$ cat src/rtl/seq_pkg.sv
// Shared defaults and overlap-mode encoding for the serial pattern detector.
package seq_pkg;

    localparam int          SEQ_PAT_W       = 4;
    localparam int          SEQ_CNT_W       = 8;
    localparam logic [3:0]  SEQ_DEFAULT_PAT = 4'b1011;
    localparam logic        SEQ_DEFAULT_OVL = 1'b1;

    localparam logic        OVL_ON          = 1'b1;
    localparam logic        OVL_OFF         = 1'b0;

    typedef enum logic {
        MODE_NONOVL = OVL_OFF,
        MODE_OVL    = OVL_ON
    } ovl_mode_e;

endpackage

$ cat src/rtl/seq_sat_counter.sv
// Saturating up-counter with a clear that still counts a coincident increment.
module seq_sat_counter
    import seq_pkg::*;
#(
    parameter int CNT_W = SEQ_CNT_W
) (
    input  logic             clock,
    input  logic             reset,
    input  logic             inc,
    input  logic             clr,
    output logic [CNT_W-1:0] count
);

    localparam logic [CNT_W-1:0] CNT_ONE = CNT_W'(1);
    localparam logic [CNT_W-1:0] CNT_MAX = '1;

    always_ff @(posedge clock) begin
        if (!reset) begin
            count <= '0;
        end else if (clr) begin
            // A match on the clearing edge is the first event of the new count.
            count <= inc ? CNT_ONE : '0;
        end else if (inc && (count != CNT_MAX)) begin
            count <= count + CNT_ONE;
        end
    end

endmodule

$ cat src/rtl/seq_pattern_detector.sv
// Serial pattern detector: MSB-first match against a loadable pattern, with
// overlapping or non-overlapping match modes and a saturating match counter.
module seq_pattern_detector
    import seq_pkg::*;
#(
    parameter int               PAT_W       = SEQ_PAT_W,
    parameter int               CNT_W       = SEQ_CNT_W,
    parameter logic [PAT_W-1:0] DEFAULT_PAT = SEQ_DEFAULT_PAT,
    parameter logic             DEFAULT_OVL = SEQ_DEFAULT_OVL
) (
    input  logic             clock,
    input  logic             reset,
    input  logic             sequence_in,
    input  logic             in_valid,
    input  logic             cfg_load,
    input  logic [PAT_W-1:0] cfg_pattern,
    input  logic             cfg_overlap,
    input  logic             count_clr,
    output logic             detector_out,
    output logic [CNT_W-1:0] match_count
);

    localparam int               FILL_W   = $clog2(PAT_W + 1);
    localparam logic [FILL_W-1:0] FILL_MAX = FILL_W'(PAT_W);
    localparam logic [FILL_W-1:0] FILL_ONE = FILL_W'(1);

    logic [PAT_W-1:0]  history;
    logic [PAT_W-1:0]  pattern;
    logic [FILL_W-1:0] fill;
    ovl_mode_e         mode;

    logic [PAT_W-1:0]  hist_next;
    logic [FILL_W-1:0] fill_inc;
    logic [FILL_W-1:0] fill_after;
    logic              match;

    // in_valid qualifies sequence_in with no backpressure: a bit is consumed on
    // every rising edge where in_valid=1 and cfg_load=0; otherwise it is dropped.
    always_comb begin
        hist_next  = {history[PAT_W-2:0], sequence_in};
        fill_inc   = (fill == FILL_MAX) ? FILL_MAX : fill + FILL_ONE;
        match      = in_valid && !cfg_load && (fill_inc == FILL_MAX) && (hist_next == pattern);
        fill_after = fill_inc;
        case (mode)
            MODE_OVL:    fill_after = fill_inc;
            MODE_NONOVL: fill_after = match ? '0 : fill_inc;
            default:     fill_after = fill_inc;
        endcase
    end

    always_ff @(posedge clock) begin
        if (!reset) begin
            history      <= '0;
            fill         <= '0;
            pattern      <= DEFAULT_PAT;
            mode         <= ovl_mode_e'(DEFAULT_OVL);
            detector_out <= 1'b0;
        end else begin
            detector_out <= match;
            if (cfg_load) begin
                pattern <= cfg_pattern;
                mode    <= ovl_mode_e'(cfg_overlap);
                fill    <= '0;
            end else if (in_valid) begin
                history <= hist_next;
                fill    <= fill_after;
            end
        end
    end

    seq_sat_counter #(
        .CNT_W (CNT_W)
    ) u_counter (
        .clock (clock),
        .reset (reset),
        .inc   (match),
        .clr   (count_clr),
        .count (match_count)
    );

endmodule

$ cat config.mk
export PLATFORM = sky130hd
export DESIGN_NAME = seq_pattern_detector
export DESIGN_NICKNAME = d
export VERILOG_FILES = /design/src/rtl/seq_pkg.sv /design/src/rtl/seq_sat_counter.sv /design/src/rtl/seq_pattern_detector.sv
export SDC_FILE = /design/constraint.sdc
export NUM_CORES = 1
export LEC_CHECK = 0
export ABC_AREA = 1
export BUFFER_PORTS_ARGS = -buffer_cell sky130_fd_sc_hd__buf_4
export CORE_ASPECT_RATIO = 1.1
export CORE_MARGIN = 3
export CORE_UTILIZATION = 27
export CTS_BUF_LIST = sky130_fd_sc_hd__clkbuf_2
export DETAILED_ROUTE_END_ITERATION = 6
export REMOVE_ABC_BUFFERS = 1
export SYNTH_ARGS = -nofsm -noshare
export SYNTH_HDL_FRONTEND = slang
export SYNTH_SLANG_ARGS = --single-unit
$ cat constraint.sdc
create_clock -name clock -period 2.19 [get_ports clock]
set_clock_uncertainty 0.2 [all_clocks]
set_input_delay 0.3285 -clock clock [delete_from_list [all_inputs] [get_ports clock]]
set_output_delay 0.3285 -clock clock [all_outputs]
set_load 0.01 [all_outputs]
==> results.cfg, run 1 <==
[logic_synthesis]
syn_area_um2 = 1000
synth.ff_latch_count = 20
syn-instance-count = 149
synth_top_area_cell = dfxtp_1
synth.top_cells.by_count = nand2_1 (38), inv_1 (26), dfxtp_1 (20)
ys.flop_type = dfxtp_1
synth.top_cell.area_share = 0.399
synth_most_common_cell = nand2_1
synth_area_leaders = dfxtp_1 (40%), nand2_1 (14%), inv_1 (9.7%), a21oi_1 (7.0%), o21ai_0 (5.0%)
async_flop_share = 0
synth-edff-count = 0
syn_area_per_cell_um2 = 6.74
ys_warn_count = 0
ys_types = 19
yosysSeqAreaShare = 0.399

[final_layout]
drive_above_1_share = 0.168
final_nets = 194
multi_input_area_um2 = 483
final_cell_area_um2 = 1300
regArea_um2 = 400
area_growth_pct = 29.0
fillers = 381
antenna_cells = 0

[drt]
drc = 0
wirelength_mm = 2.11
wl_per_cell_um = 9.29
drt_iter0_drc = 52
via_per_inst = 4.37
firstDrtPassIters = 4
vias = 993
drtAntennaViolNets = 0

[placed_design]
place_area_um2 = 1220
globalplace.congestion = 0.785
io_buffers = 19
hpwl_mm = 1.64

[clock_tree]
cts_tree = built
root_buffer = clkbuf_2
cts_buffers = 3
htreeDepth = 1
worstSkewPairLatency_ns = 0.31
cts_resized = 0
postCtsSetupBuffers = 0
clock_sinks = 20
clkSlewWorstSetupHoldPaths_ns = 0.19
clockBufferDepth = 2
ctsHoldBuffers = 5

[sta]
layout_min_cycle_time_ns = 1.93
relSlewSlack = 0.708
fin_setup_tns_ns = 0
max_freq_ghz = 0.518
tightest_slew_ns = 0.435
holdWs_ns = 0.0548
hold_violations = 0
period_share = 0.882
grt_setup_unrepaired = no
drv_slew = 0
finalSetupViolCount = 0

[global_route]
antenna_found_initial = 0
grt_usage = 0.102
grt_pass1_vias = 892
grt_pass1_wl_mm = 3.70
grt_max_degree = 13
overflow = 0

[run_status]
status = finished, final reports clean

[die]
start_util = 0.292
die_h_um = 70.0
dieWidth_um = 64.2
core_um2 = 3440
dieArea_um2 = 4490
io_pins = 20
num_rows = 22

[setup_path]
critPathRequiredTime_ns = 2.22
critPathLaunchType = register
arrival_ns = 1.97
worst-setup-path-type = reg -> reg
end_kind = register
cp_max_fo = 5

[run]
max_cap_violations = 0

[worst_hold_path]
hold_class = in -> reg

[power]
powerDensity_nw_per_um2 = 472
power_leakage_nw = 0.598
ir_drop_mv = 0.240
final timing paths:
check / start / slack [ns] / cells past startpoint / endpoint
worst max register to register: fill[0] / 0.26 / 8 / u_counter.count[2]
worst min-delay path: count_clr / 0.05 / 3 / u_counter.count[0]
worst min register to register: mode / 0.28 / 2 / mode
worst max-delay path: fill[0] / 0.26 / 8 / u_counter.count[2]
routing by layer:
metal,GRT usage,vias up,share of wire
met2,0.166,20,0.46
met3,0.0418,2,0.058
li1,-,535,-
met5,0,-,0
met1,0.124,436,0.48
met4,0.0282,0,0.0090
power by group:
| group | internal (mW) | total, mW | leakage [nW] | switching (mW) |
|---|---|---|---|---|
| logic | 0.0356 | 0.0748 | 0.421 | 0.0393 |
| clock network | 0.0397 | 0.154 | 0.0140 | 0.114 |
| registers | 0.376 | 0.383 | 0.163 | 0.00666 |
through the flow:
step	std cells	utilization	power, mW	setup slack [ns]
after floorplan	146	-	0.428	0.331
final	227	0.377	0.612	0.258
after detailed placement	217	0.354	0.458	0.267
after global placement	217	0.354	0.457	0.307
after CTS	226	0.374	0.623	0.221
after global routing	227	0.377	0.648	0.0557
layout by cell type, fill, tap and decap left out, drive strengths merged:
cell / count
ha: 3
dfxtp: 20
a31oi: 1
clkinv: 1
o211ai: 2
o21ai: 11
nand3: 9
nand4: 4
inv: 27
a21oi: 14
dlygate4sd3: 6
nor2: 15
nor3: 2
buf: 23
clkbuf: 3
nand2: 38
critical path, stage by stage, from the launching register on:
cell and delay [ns]:
dfxtp_1 0.39, inv_1 0.08, ha_1 0.30, o21ai_0 0.21
nand3_2 0.12, nor2_4 0.16, nand2_1 0.15, o21ai_0 0.18
nor2_1 0.06
state kept, by name, summed over array words and instances (netlist names):
name	flops
history	3
detector_out	1
pattern	4
u_counter.count	8
mode	1
fill	3
cell families (layout without fill, tap and decap cells):
kind of cell	count (synthesis)	after routing	synth area share
AOI/OAI and AO/OA	28	28	0.146
and+or+nand+nor	68	68	0.298
adders and majority gates	3	3	0.0374
DFF	20	20	0.399
buffers and inverters	30	60	0.121
layout make-up:
type | instances | share of cell area
Clock buffer | 3 | 0.0116
Clock inverter | 1 | 0.00290
Inverter | 27 | 0.0782
Multi-Input combinational cell | 99 | 0.373
Sequential cell | 20 | 0.309
Tap cell | 48 | 0.0463
Timing Repair Buffer | 29 | 0.180
(Power assumes the default switching activity.)
==> run 2: changes to the inputs <==
- ABC_AREA: 1 -> not set
==> run 2 against run 1 <==
Via count down 9.2%. Setup slack got worse by 0.25 ns. Combinational power is 2.8% lower. Flip-flop and latch count unchanged. Sequential share of layout area decreased by 2.1 points. First-iteration DRC count decreased by 58%. Critical path depth fell by 3. Wire length increased by 9.2%.
==> results.cfg, run 2 <==
[setup_path]
worst_path_most_repeated_cell = or4_4
slowest_delay_ns = 0.53
timing.critical_path.buf_inv = 0
r2r_slack_ns = 0.01
r2r-start = pattern[0]
critPathLaunchType = register
cp_cell_sequence = xor2_1, or4_4, or2_4, or4_4, a21oi_2
arrival_ns = 2.25
end_kind = register
r2r-end = u_counter.count[3]
worstRegToRegCells = 5
worst-setup-path-type = reg -> reg
cp_max_fo = 6
slowest_stage = or4_4
cp_top_family = simple AND/OR/NAND/NOR gates
critPathRequiredTime_ns = 2.26

[clock_tree]
cts_buffers = 3
worstSkewPairLatency_ns = 0.33
htreeDepth = 1
clockBufferDepth = 2
clock_sinks = 20
cts_tree = built
clkSlewWorstSetupHoldPaths_ns = 0.21
root_buffer = clkbuf_2

[power]
power_frac_comb = 0.100
powerDensity_nw_per_um2 = 519
clkPwrFrac = 0.382
swShare = 0.212
power_leakage_nw = 0.572
ir_drop_mv = 0.251
pwr-share-seq = 0.519
p_sw_mw = 0.155
internal_power_mw = 0.575

[sta]
layout_min_cycle_time_ns = 2.18
max_freq_ghz = 0.459
grt_setup_unrepaired = yes
finalSetupViolCount = 0
period_share = 0.995
fin_ws_ns = 0.00993
relSlewSlack = 0.813
tightest_slew_ns = 0.278
holdWs_ns = 0.0371
drv_slew = 0
hold_violations = 0

[global_route]
grt_max_degree = 15
grt_pass1_vias = 899
grt_pass1_wl_mm = 3.77
grt_usage = 0.103
overflow = 0
antenna_found_initial = 0

[final_layout]
final_common_cell = buf_4
fin_util = 0.405
antenna_cells = 0
top_register = u_counter.count
layout_common_cells = buf_4 (28), dfxtp_1 (16), nand2_1 (11), mux2i_1 (8), a21oi_1 (7)
top_regs = u_counter.count: 8 flops, pattern: 4 flops
drive_above_1_share = 0.340
final_cell_area_um2 = 1410
final_nets = 159
area_growth_pct = 38.8
largest_register_ffs = 8

[logic_synthesis]
syn_area_per_cell_um2 = 9.21
ys.flop_type = dfxtp_1
synth.top_cell.area_share = 0.395
synth.ff_latch_count = 20
yosysSeqAreaShare = 0.395
syn_area_um2 = 1010
syn-instance-count = 110
async_flop_share = 0
synth_area_leaders = dfxtp_1 (40%), mux2i_1 (7.9%), o31ai_1 (4.4%), nand2_1 (4.1%), a21oi_1 (4.0%)
synth_top_area_cell = dfxtp_1
synth-edff-count = 0
ys_types = 31
synth.top_cells.by_count = dfxtp_1 (20), nand2_1 (11), a21oi_1 (8), mux2i_1 (8), o31ai_1 (6)
ys_warn_count = 0
synth_most_common_cell = dfxtp_1

[drt]
firstDrtPassIters = 4
drt_iter0_drc = 22
wl_per_cell_um = 12.0
drtAntennaViolNets = 0
via_per_inst = 4.70
drc = 0
wirelength_mm = 2.30
vias = 902

[die]
num_rows = 22
dieArea_um2 = 4530
io_pins = 20
core_um2 = 3470
dieWidth_um = 64.4
die_h_um = 70.3
start_util = 0.292

[worst_hold_path]
hold_class = in -> reg
hold-path-endpoint = pattern[2]
hold_depth = 3
min_from = cfg_pattern[2]

[placed_design]
pre_cts_slack_ns = -0.169
hpwl_mm = 1.77
globalplace.congestion = 0.758
io_buffers = 19
place_area_um2 = 1250

[run_status]
status = finished, final reports clean

[run]
max_cap_violations = 0
## run 2: per-layer routing
layer  GRT usage  wire length [um]
met1       0.110               956
met2       0.192              1230
met3      0.0386               122
met4      0.0211                 0
met5           0                 0
## run 2: worst max-delay path by stage
| stage | startpoint | endpoint | slack, ns | cells past startpoint |
|---|---|---|---|---|
| CTS | pattern[0] | u_counter.count[3] | 0.02 | 5 |
| finish | pattern[0] | u_counter.count[3] | 0.01 | 5 |
| global placement | sequence_in | u_counter.count[5] | -0.12 | 6 |
| floorplan | sequence_in | u_counter.count[3] | 0.007 | 5 |
| detailed placement | sequence_in | u_counter.count[3] | -0.17 | 6 |
| global route | pattern[0] | u_counter.count[3] | -0.07 | 5 |
## run 2: worst min-delay path, stage by stage
cell and delay [ns]:
buf_4 0.08, mux2i_1 0.05, nor2b_1 0.09
## run 2: layout make-up
cell class                      count  area (um2)
Timing Repair Buffer               34         270
Tap cell                           48        60.1
Fill cell                         369        2060
Sequential cell                    20         405
Clock buffer                        3        15.0
Inverter                            4        15.0
Multi-Input combinational cell     82         611
Clock inverter                      1        30.0
## run 2: timing repair
action,4_1_cts,5_1_grt
cloned,0,0
hold endpoints to repair,4,3
setup buffers,1,0
endpoints found under the setup margin,3,4
pin swaps,10,3
hold buffers,4,2
gates resized for setup,7,6
## run 2: per-stage QoR
stage | instances | power (mW) | TNS [ns]
floorplan | 106 | 0.413 | 0
global placement | 181 | 0.444 | -0.369
detailed placement | 181 | 0.446 | -0.539
CTS | 190 | 0.730 | 0
global route | 192 | 0.771 | -0.153
finish | 192 | 0.730 | 0
## run 2: cell families (layout without fill, tap and decap cells)
kind of cell               Yosys count  in the layout  share of synthesized area
xor gates and xnor gates             4              4                     0.0346
AOI/OAI and AO/OA                   19             19                      0.122
buffers and inverters                8             42                     0.0444
adders and majority gates            3              3                     0.0370
DFF                                 20             20                      0.395
and+or+nand+nor                     47             47                      0.277
muxes                                9              9                     0.0901
## run 2: power by group through the flow
| stage | Clock, mW | Sequential, mW | Combinational, mW |
|---|---|---|---|
| floorplan | 0 | 0.384 | 0.0293 |
| global placement | 0 | 0.385 | 0.0587 |
| detailed placement | 0 | 0.386 | 0.0606 |
| CTS | 0.283 | 0.379 | 0.0685 |
| global route | 0.310 | 0.381 | 0.0797 |
| finish | 0.279 | 0.379 | 0.0727 |
==> run 3: changes to the inputs <==
- CORE_MARGIN: 3 -> not set
==> run 3 against run 2 <==
Global-route usage grew 1.0 points. Utilization shrank 1.6 points. Wire length shrank 8.9%. Combinational power shrank 4.5%. Clock-buffer cell count is the same. Critical path type unchanged. Highest routed layer is now met4.
==> results.cfg, run 3 (same netlist as run 2, synthesis figures left out) <==
[run_status]
status = finished, final reports clean

[global_route]
grt_usage = 0.113
grt_max_degree = 15
antenna_found_initial = 0
grt_pass1_wl_mm = 3.44
grt_pass1_vias = 828
overflow = 0

[clock_tree]
cts_tree = built
clkSlewWorstSetupHoldPaths_ns = 0.19
htreeDepth = 1
cts_buffers = 3
root_buffer = clkbuf_2
clock_sinks = 20
worstSkewPairLatency_ns = 0.31
clockBufferDepth = 2

[setup_path]
cp_top_family = simple AND/OR/NAND/NOR gates
timing.critical_path.buf_inv = 0
r2r-end = u_counter.count[3]
worstRegToRegCells = 5
slowest_stage = or4_4
critPathRequiredTime_ns = 2.25
end_kind = register
arrival_ns = 2.24
r2r_slack_ns = 0.01
cp_max_fo = 5
critPathLaunchType = register
r2r-start = pattern[3]
slowest_delay_ns = 0.52
cp_cell_sequence = xor2_1, or4_4, or2_4, or4_4, a21oi_2
worst_path_most_repeated_cell = or4_4
worst-setup-path-type = reg -> reg

[sta]
max_freq_ghz = 0.459
layout_min_cycle_time_ns = 2.18
fin_ws_ns = 0.0126
relSlewSlack = 0.834
period_share = 0.994
drv_slew = 0
fin_setup_tns_ns = 0
finalSetupViolCount = 0
tightest_slew_ns = 0.248
hold_violations = 0
grt_setup_unrepaired = yes

[final_layout]
antenna_cells = 0
multi_input_area_um2 = 603
final_common_cell = buf_4
final_nets = 157
layout_common_cells = buf_4 (29), dfxtp_1 (16), nand2_1 (11), mux2i_1 (8), a21oi_1 (7)
drive_above_1_share = 0.324
area_growth_pct = 33.2
top_regs = u_counter.count: 8 flops, pattern: 4 flops
regArea_um2 = 405
final_cells = 190
largest_register_ffs = 8
top_register = u_counter.count
fin_util = 0.389
fillers = 373

[worst_hold_path]
min_from = cfg_pattern[0]
hold_depth = 3
hold-path-endpoint = pattern[0]
hold_class = in -> reg

[drt]
vias = 904
wirelength_mm = 2.10
drt_iter0_drc = 13
via_per_inst = 4.76
firstDrtPassIters = 4
drc = 0
wl_per_cell_um = 11.0
drtAntennaViolNets = 0

[placed_design]
hpwl_mm = 1.61
pre_cts_slack_ns = -0.163
io_buffers = 19
dp_cells = 180
globalplace.congestion = 0.754

[die]
io_pins = 20
start_util = 0.292
dieWidth_um = 60.4
num_rows = 22
die_h_um = 66.3
dieArea_um2 = 4000
core_um2 = 3470

[power]
ir_drop_mv = 0.297
powerDensity_nw_per_um2 = 445
power_leakage_nw = 0.551
p_total_mw = 0.600

[run]
max_cap_violations = 0
## run 3: changes by cell type in the layout (fill, tap and decap cells not counted), sizes merged
cell,delta
buf,+1
bufinv,-1
clkinv,+1
dlygate4sd3,-3
## run 3: what timing repair did
action | 4_1_cts | 5_1_grt
endpoints found under the setup margin | 3 | 2
endpoints found under the hold margin | 2 | 1
hold buffers | 2 | 1
resized for setup | 4 | 6
setup buffers | 1 | 2
pin swaps | 9 | 2
## run 3: how the worst max path moves through the flow
| stage | startpoint | endpoint | slack, ns | cells after the start |
|---|---|---|---|---|
| final | pattern[3] | u_counter.count[3] | 0.01 | 5 |
| after CTS | pattern[3] | u_counter.count[3] | 0.03 | 5 |
| after floorplan | sequence_in | u_counter.count[3] | 0.007 | 5 |
| after global routing | pattern[3] | u_counter.count[3] | -0.06 | 5 |
| after global placement | sequence_in | u_counter.count[5] | -0.12 | 6 |
| after detailed placement | sequence_in | u_counter.count[4] | -0.16 | 6 |
## run 3: per-layer routing
| layer | global-route usage | up-vias | wire [um] |
|---|---|---|---|
| met4 | 0.0426 | 0 | 14 |
| met5 | 0 | - | 0 |
| li1 | - | 455 | - |
| met2 | 0.195 | 17 | 1110 |
| met3 | 0.0176 | 2 | 70 |
| met1 | 0.138 | 430 | 904 |
## run 3: stage by stage
step / hold slack, ns / instance area, um2
after floorplan: 0.190 / 983
after global placement: 0.261 / 1240
after CTS: 0.00430 / 1290
final: 0.0307 / 1350
after detailed placement: 0.272 / 1240
after global routing: 0.0282 / 1350
## run 3: final cells by class
type	count	share of cell area
multi-input cells	82	0.447
repair buffers	32	0.184
clock inverters	1	0.00278
well taps	48	0.0445
inverters	4	0.0111
flip-flops and latches	20	0.300
clock buffers	3	0.0111
## run 3: worst register-to-register path: cells and delay by family (launching register included)
kind | cells | cell delay, ns
simple gates | 3 | 1.26
xor+xnor | 1 | 0.15
compound gates | 1 | 0.15
flops | 1 | 0.36
## run 3: where the power goes
part           switching (mW)  internal, mW
sequential            0.00532         0.373
clock                   0.113        0.0397
combinational          0.0284        0.0410
